--- config.mk ---
export PLATFORM = sky130hd
export DESIGN_NAME = fir_filter_seq
export DESIGN_NICKNAME = d
export VERILOG_FILES = /design/src/rtl/fir_filter_seq.sv
export SDC_FILE = /design/constraint.sdc
export NUM_CORES = 1
export LEC_CHECK = 0
export BUFFER_PORTS_ARGS = -buffer_cell sky130_fd_sc_hd__buf_2
export CORE_ASPECT_RATIO = 1.4
export CORE_MARGIN = 3
export CORE_UTILIZATION = 55
export CTS_BUF_LIST = sky130_fd_sc_hd__clkbuf_8
export DETAILED_ROUTE_END_ITERATION = 7
export GPL_TIMING_DRIVEN = 0
export PLACE_DENSITY = 0.78
export SLEW_MARGIN = 20
export SYNTH_ARGS = -nofsm -noshare
export SYNTH_HDL_FRONTEND = slang
export SYNTH_SLANG_ARGS = --single-unit
--- constraint.sdc ---
create_clock -name clk -period 6.85 [get_ports clk]
set_input_delay 1.37 -clock clk [delete_from_list [all_inputs] [get_ports clk]]
set_output_delay 1.37 -clock clk [all_outputs]
set_load 0.1 [all_outputs]
--- src/rtl/fir_filter_seq.sv ---
// Time-multiplexed FIR filter: one multiplier and one accumulator step through TAPS coefficients
// per sample. Define FIR_FILTER_SAT_EN to saturate the output; otherwise it wraps.
module fir_filter_seq #(
  parameter int unsigned DATA_W = 16,
  parameter int unsigned COEF_W = 16,
  parameter int unsigned TAPS   = 8,
  parameter int unsigned SHIFT  = 15
) (
  input  logic                      clk,
  input  logic                      reset,
  input  logic signed [DATA_W-1:0]  x,
  input  logic                      in_valid,
  output logic                      in_ready,
  output logic signed [DATA_W-1:0]  y,
  output logic                      out_valid,
  input  logic                      out_ready,
  input  logic                      coef_wr_en,
  input  logic [$clog2(TAPS)-1:0]   coef_addr,
  input  logic signed [COEF_W-1:0]  coef_data,
  output logic                      coef_ready
);

  localparam int unsigned AW    = $clog2(TAPS);
  localparam int unsigned CNT_W = $clog2(TAPS + 1);
  localparam int unsigned PW    = DATA_W + COEF_W;
  localparam int unsigned ACC_W = PW + AW;

  typedef enum logic [1:0] {StIdle, StMac, StOut} state_e;

  state_e                   r_state;
  state_e                   w_state_next;
  logic signed [DATA_W-1:0] r_delay [TAPS];
  logic signed [COEF_W-1:0] r_coef  [TAPS];
  logic signed [PW-1:0]     r_prod;
  logic signed [ACC_W-1:0]  r_acc;
  logic        [CNT_W-1:0]  r_cnt;
  logic signed [DATA_W-1:0] r_y;
  logic                     r_out_valid;

  logic                     w_idle;
  logic                     w_last;
  logic                     w_coef_we;
  logic        [AW-1:0]     w_idx;
  logic signed [PW-1:0]     w_prod;
  logic signed [ACC_W-1:0]  w_acc_sum;
  logic signed [DATA_W-1:0] w_y_next;

  assign w_idle     = (r_state == StIdle);
  assign in_ready   = w_idle;
  assign coef_ready = w_idle;
  assign out_valid  = r_out_valid;
  assign y          = r_y;

  assign w_coef_we = coef_wr_en && w_idle && (32'(coef_addr) < TAPS);

  // The product is registered, so the MAC phase runs TAPS+1 cycles; the last one only adds.
  assign w_last = (r_cnt == CNT_W'(TAPS));

  always_comb begin
    w_idx = '0;
    if (r_cnt < CNT_W'(TAPS)) begin
      w_idx = r_cnt[AW-1:0];
    end
  end

  assign w_prod    = $signed(PW'(r_delay[w_idx])) * $signed(PW'(r_coef[w_idx]));
  assign w_acc_sum = r_acc + {{AW{r_prod[PW-1]}}, r_prod};

`ifdef FIR_FILTER_SAT_EN
  logic signed [ACC_W-1:0] w_shifted;
  assign w_shifted = w_acc_sum >>> SHIFT;

  always_comb begin
    w_y_next = w_shifted[DATA_W-1:0];
    if (!(&w_shifted[ACC_W-1:DATA_W-1]) && (|w_shifted[ACC_W-1:DATA_W-1])) begin
      w_y_next = w_shifted[ACC_W-1] ? {1'b1, {(DATA_W-1){1'b0}}} : {1'b0, {(DATA_W-1){1'b1}}};
    end
  end
`else
  assign w_y_next = DATA_W'(w_acc_sum >>> SHIFT);
`endif

  always_comb begin
    w_state_next = r_state;
    unique case (r_state)
      StIdle:  if (in_valid) w_state_next = StMac;
      StMac:   if (w_last) w_state_next = StOut;
      StOut:   if (out_ready) w_state_next = StIdle;
      default: w_state_next = StIdle;
    endcase
  end

  always_ff @(posedge clk) begin
    if (reset) begin
      r_state <= StIdle;
    end else begin
      r_state <= w_state_next;
    end
  end

  always_ff @(posedge clk) begin
    if (reset) begin
      for (int k = 0; k < TAPS; k++) begin
        r_delay[k] <= '0;
        r_coef[k]  <= '0;
      end
      r_prod      <= '0;
      r_acc       <= '0;
      r_cnt       <= '0;
      r_y         <= '0;
      r_out_valid <= 1'b0;
    end else begin
      // Written before the MAC reads it, so a write on the accept edge affects that sample.
      if (w_coef_we) begin
        r_coef[coef_addr] <= coef_data;
      end
      unique case (r_state)
        StIdle: begin
          if (in_valid) begin
            r_delay[0] <= x;
            for (int k = 1; k < TAPS; k++) begin
              r_delay[k] <= r_delay[k-1];
            end
            r_acc  <= '0;
            r_prod <= '0;
            r_cnt  <= '0;
          end
        end
        StMac: begin
          r_acc  <= w_acc_sum;
          r_prod <= w_prod;
          r_cnt  <= r_cnt + CNT_W'(1);
          if (w_last) begin
            r_y         <= w_y_next;
            r_out_valid <= 1'b1;
          end
        end
        StOut: begin
          if (out_ready) begin
            r_out_valid <= 1'b0;
          end
        end
        default: ;
      endcase
    end
  end

endmodule

# After elaboration in Yosys (flattened, before gate mapping)
# Memory sizes are Yosys's and may differ from the RTL's.
# Cells that the tools add are included.
word_totals:
  input_bits: 40
  memories: 2
  mem_bits_rw: 256
  reg_bits: 90
  word_cells: 69
op_classes:
  order_cmp: 1
  reduce_logical: 9
  addsub: 2
  eq_ne: 6
  bitwise: 8
  mul: 1
  n_mux: 34
memory_table:
  columns: ["name", "words", "word_bits", "read_ports", "rd_ports_with_merged_regs", "wr", "line", "rtl"]
  rows:
  - ["r_coef", 8, 16, 1, 0, 8, "33", "logic signed [COEF_W-1:0] r_coef [TAPS];"]
  - ["r_delay", 8, 16, 8, 0, 8, "32", "logic signed [DATA_W-1:0] r_delay [TAPS];"]
op_table:
  columns: ["operator", "count"]
  rows:
  - ["16-bit 2-to-1 mux", 9]
  - ["35-bit case mux with 2 select lines", 1]
  - ["32-bit case mux with 2 select lines", 1]
  - ["35-bit adder", 1]
  - ["35-bit 2-to-1 mux", 1]
  - ["16-bit by 16-bit multiplier with 32-bit output", 1]
  - ["32-bit 2-to-1 mux", 1]
  - ["16-bit OR reduction", 1]
  - ["1-bit 2-to-1 mux", 12]
  - ["1-bit OR", 8]
  - ["4-bit case mux with 2 select lines", 1]
  - ["2-bit 2-to-1 mux", 3]
  - ["3-bit 2-to-1 mux", 2]
  - ["2-bit inequality test, second input constant", 3]
  - ["2-bit case mux with 3 select lines", 1]
  - ["3-bit AND reduction", 2]
  - ["4-bit by 1-bit adder with 4-bit output, second input constant", 1]
  - ["4-bit equality test, second input constant", 1]
  - ["4-bit < comparator, second input constant", 1]
  - ["4-bit 2-to-1 mux", 1]
  - ["2-bit AND reduction", 2]
  - ["2-bit nonzero test", 2]
  - ["2-bit by 1-bit equality test with 1-bit output, second input constant", 1]
  - ["2-bit equality test, second input constant", 1]
  - ["3 further kinds", 3]

# Logic depth before layout (Yosys ltp)
depth:
  ltp_word: 7
  mapped_depth: 32
  mapped_depth_nobuf: 28

# Worst setup path before layout
# No wires, ideal clock.
synth_path:
  path_type: "flip-flop to flip-flop"
  startpoint: "reg r_cnt[0]"
  endpoint: "reg r_prod[30]"
  t_required_ns: 6.726
  setup_slack_ns: -0.666
  t_arrival_ns: 7.392
  stages_incl_launch_ff: 31
  path_buffers: 4
  period_less_slack_ns: 7.516
  path_cell_list: "dfxtp_1 buf_2 inv_2 nor2_2 buf_4 buf_2 mux4_2 nand2_1 o41ai_2 nand2_1 inv_1 fa_1 inv_1 fa_1 inv_1 fa_1 fa_1 fa_1 inv_1 fa_1 inv_1 ha_1 clkbuf_1 a21oi_1 nor2b_1 nor4_1 nand2b_1 a211oi_1 a21oi_1 xnor2_1 o21ai_1"
synth_via:
  elab_chain_cells: 5
  elab_cells_between_ends: 6
  classes_between: "1 x mul; 1 x order compare; 2 x mux; 2 x memory"
synth_rtl:
  columns: ["element", "line", "rtl"]
  rows:
  - ["start: declaration", "36", "logic [CNT_W-1:0] r_cnt;"]
  - ["start signal: assignment", "132", "r_cnt <= r_cnt + CNT_W'(1);"]
  - ["4-bit < comparator", "61", "if (r_cnt < CNT_W'(TAPS)) begin"]
  - ["3-bit 2-to-1 mux *", "61", null]
  - ["memory read 8 x 16 bit, on equally long branches", null, null]
  - ["16-bit by 16-bit multiplier with 32-bit output *", "66", "assign w_prod = $signed(PW'(r_delay[w_idx])) * $signed(PW'(r_coef[w_idx]));"]
  - ["32-bit case mux with 2 select lines *", "117", "unique case (r_state)"]
  - ["end signal: assignment", "131", "r_prod <= w_prod;"]
  - ["end: declaration", "34", "logic signed [PW-1:0] r_prod;"]
# Mark *: on every way between the ends. The rest lies on a longest branch, timed or not.
# A chain may end at the register's enable or synchronous reset.

# Worst setup path after layout
layout_path:
  startpoint: "reg r_cnt[0]"
  endpoint: "reg r_prod[28]"
# Same word-level chain as after synthesis.

==> flow_metrics.py <==
metrics = {
    "run_status": {
        "violations": "negative setup slack",
        "status": "finished with violations",
    },
    "timing": {
        "rsz0062_at_grt": "yes",
        "worst_pin_slew_ps": 995,
        "period_share_pct": 108,
        "finClkSkew_ps": 58.2,
        "slew_violations": 0,
        "min_period_ps": 7370,
        "slew_headroom_pct": 33.7,
        "hold_viol_final": 0,
        "fin_ws_ps": -519,
        "clock.fmax_ghz": 0.136,
        "setup_viol": 15,
    },
    "yosys": {
        "synth_cell_types": 74,
        "syn_area_sq_um": 25400,
        "async_flop_share_pct": 0,
        "synthCells": 2390,
        "synth-edff-count": 256,
        "yosysSeqAreaShare_pct": 36.9,
        "ys.flop_type": "edfxtp_1",
        "synth_nets": 2799,
        "ys_seq_elements": 341,
        "syn_avg_cell_area_sq_um": 10.6,
        "ys_warn_count": 0,
    },
    "worst_setup_path": {
        "worst-path-max-fanout": 7,
        "cp-start-kind": "flip-flop",
        "r2r-start": "r_cnt[0]",
        "crit_family": "adder cells",
        "worst-path-buf-inv": 11,
        "arrival_ps": 7900,
        "rr_endpoint": "r_prod[28]",
        "cpMostUsedCell": "fa_1",
        "crit_required_ps": 7380,
        "cp_slowest_stage_delay_ps": 550,
        "cp-end-kind": "flip-flop",
        "r2r_cells": 30,
        "cp_slowest_cell": "fa_1",
        "critPathKind": "reg -> reg",
        "r2r_slack_ps": -520,
    },
    "clocking": {
        "cts_made_buffers": 52,
        "clk_transition_reported_paths_ps": 90,
        "cts.sinks": 341,
        "clock_path_buffers": 3,
        "cts_tree": "done",
        "cts_hold_buf": 0,
        "clk_latency_ps": 690,
        "cts_root_buf": "clkbuf_8",
        "htree_levels": 2,
    },
    "grt": {
        "grt_max_degree": 51,
        "antenna_found_initial": 2,
        "grt_pass1_wl_mm": 110,
        "grt_pass1_vias": 20400,
        "track_usage_pct": 29.0,
        "globalRoute.totalOverflow": 0,
    },
    "floorplanning": {
        "start_util_pct": 56.0,
        "die_y_um": 260,
        "dieWidth_um": 188,
        "core_sq_um": 45400,
        "num_io_pins": 59,
        "dieArea_sq_um": 48900,
        "rows": 92,
    },
    "final_layout": {
        "area_growth_pct": 19.2,
        "drive_gt1_share_pct": 20.1,
        "final_nets": 3047,
        "finalNonFillerCells": 3291,
    },
    "worst_hold_path": {
        "worstHoldStart": "y[1]",
        "hold_class": "reg -> reg",
        "whs_endpoint": "y[1]",
        "min_path_cells": 2,
    },
    "pwr": {
        "leakagePower_nw": 13.5,
        "ir_worst_vdd_v": 0.000312,
        "power_density_nw_per_um2": 399,
    },
    "placement": {
        "dp.cells": 3065,
        "portBuffers": 58,
        "place_ws_ps": -1690,
        "dp_hpwl_mm": 52.9,
        "place.gp.congestion": 0.969,
    },
    "drt": {
        "drtAntennaViolNets": 0,
        "wire_per_inst_um": 22.0,
        "drt_iter0_drc": 1272,
        "via_per_inst": 5.84,
        "first_pass_iters": 5,
        "routed_wl_mm": 72.3,
        "vias": 19200,
        "drc_errors": 0,
    },
    "run": {
        "max_cap_violations": 0,
    },
}
[power breakdown]
part           internal (mW)  switching, mW  total, mW
Combinational           3.62           4.18       7.81
Sequential              2.38         0.0800       2.46
Clock                  0.972          0.853       1.83
[layer usage]
metal	vias up	track usage (%)	part of all wire, %
met5	-	0	0
met2	876	52.8	52
met1	9484	30.6	34
met4	0	20.4	8.6
met3	338	4.72	5.8
li1	8521	-	-
[registers in the layout, summed over array words and instances (netlist names)]
name,count
r_prod,31
r_state,2
r_cnt,4
out_valid,1
y,16
r_delay,128
r_acc,31
r_coef,128
[synthesized netlist by cell type (4+ instances only)]
library cell	count	area share [%]
xnor2_1	42	1.4
mux2_2	7	0.31
buf_2	18	0.35
o221ai_1	4	0.14
nand2b_1	18	0.44
and2_1	139	3.4
nor2b_1	61	1.5
nand3b_1	4	0.12
and3_1	103	2.5
a22oi_1	34	1.0
buf_1	12	0.18
o41ai_1	8	0.28
or2_2	15	0.37
o21a_1	8	0.24
clkbuf_1	81	1.2
a21o_1	26	0.77
nor2_1	253	3.7
o22ai_1	6	0.15
mux4_2	35	3.1
o41ai_2	10	0.64
ha_1	112	5.5
fa_1	257	20
o21bai_1	7	0.21
nand2_1	205	3.0
or3_1	5	0.12
a211oi_1	31	0.92
nor3_1	20	0.39
a31oi_1	6	0.15
a22o_1	11	0.38
dfxtp_1	85	6.7
o41a_1	16	0.71
xor2_1	19	0.65
edfxtp_1	256	30
nand3_1	9	0.18
o21ai_1	6	0.12
o21ai_0	37	0.73
a21oi_1	60	1.2
inv_1	305	4.5
mux2i_1	7	0.28
[worst register-to-register path: cells and delay by family (launching register included)]
family	cells	cell delay, ps
adders and majority gates	7	3370
buffers and inverters	11	1180
and+or+nand+nor	7	990
AOI/OAI and AO/OA	3	690
muxes	1	540
DFF	1	410
xor gates and xnor gates	1	50
[layout by cell type, fill, tap and decap left out, types with 29 or more instances in the layout]
master    netlist  routed
nand2_1       205     183
nor2_1        253     248
xnor2_1        42      40
a22oi_1        34      33
o21ai_0        37      29
and3_1        103     103
inv_1         305     301
buf_4           2     111
a21oi_1        60      46
clkbuf_8        0      64
mux4_2         35      35
dfxtp_1        85      83
and2_1        139     139
edfxtp_1      256     256
fa_1          257     248
buf_2          18      63
nor2b_1        61      59
clkbuf_1       81      57
ha_1          112     101
[worst max-delay path by stage]
stage	from	endpoint	slack, ps	cells after the start
final	r_cnt[0]	r_prod[28]	-520	30
after global routing	r_cnt[0]	r_prod[30]	-680	30
after CTS	r_cnt[0]	r_prod[30]	-420	29
after detailed placement	r_cnt[2]	r_prod[30]	-1690	28
after global placement	r_cnt[2]	r_prod[30]	-1570	29
after floorplan	r_cnt[0]	r_prod[30]	2	30
[final cells by class]
type                       count  area [sq um]
antenna                        2          5.00
fill                        3322         15000
inverter                     306          1160
buffer                       108           785
sequential                   341          9390
clock buffer                  58           798
timing repair buffer         199          1620
tap                          611           764
multi-input combinational   1630         15500
clock inverter                36           300
[per-stage QoR]
| step | util (%) | instance area [sq um] | hold slack, ps | total power [mW] | TNS (ps) |
|---|---|---|---|---|---|
| 6_report | 66.8 | 30300 | 451 | 12.1 | -4920 |
| 4_1_cts | 64.8 | 29400 | 454 | 11.2 | -4010 |
| 3_5_place_dp | 59.2 | 26900 | 446 | 8.69 | -25000 |
| 3_3_place_gp | 59.0 | 26700 | 440 | 8.47 | -91490 |
| 2_1_floorplan | - | 25700 | 429 | 7.40 | 0 |
| 5_1_grt | 66.8 | 30300 | 474 | 13.0 | -7830 |
[cells by family after synthesis]
| logic type | after synthesis | synth area share [%] |
|---|---|---|
| flops | 341 | 36.9 |
| compound gates | 300 | 8.79 |
| simple gates | 851 | 16.4 |
| fa+ha+maj | 369 | 25.8 |
| xor+xnor | 61 | 2.10 |
| mux | 49 | 3.69 |
| buf+inv | 419 | 6.31 |
[repair_timing]
item / 4_1_cts / 5_1_grt
buffers inserted: 73 / 60
gates cloned: 2 / 1
resized for setup: 190 / 109
setup endpoints to repair: 22 / 20
pin swaps: 49 / 71
Power figures use the tool's default switching activity.
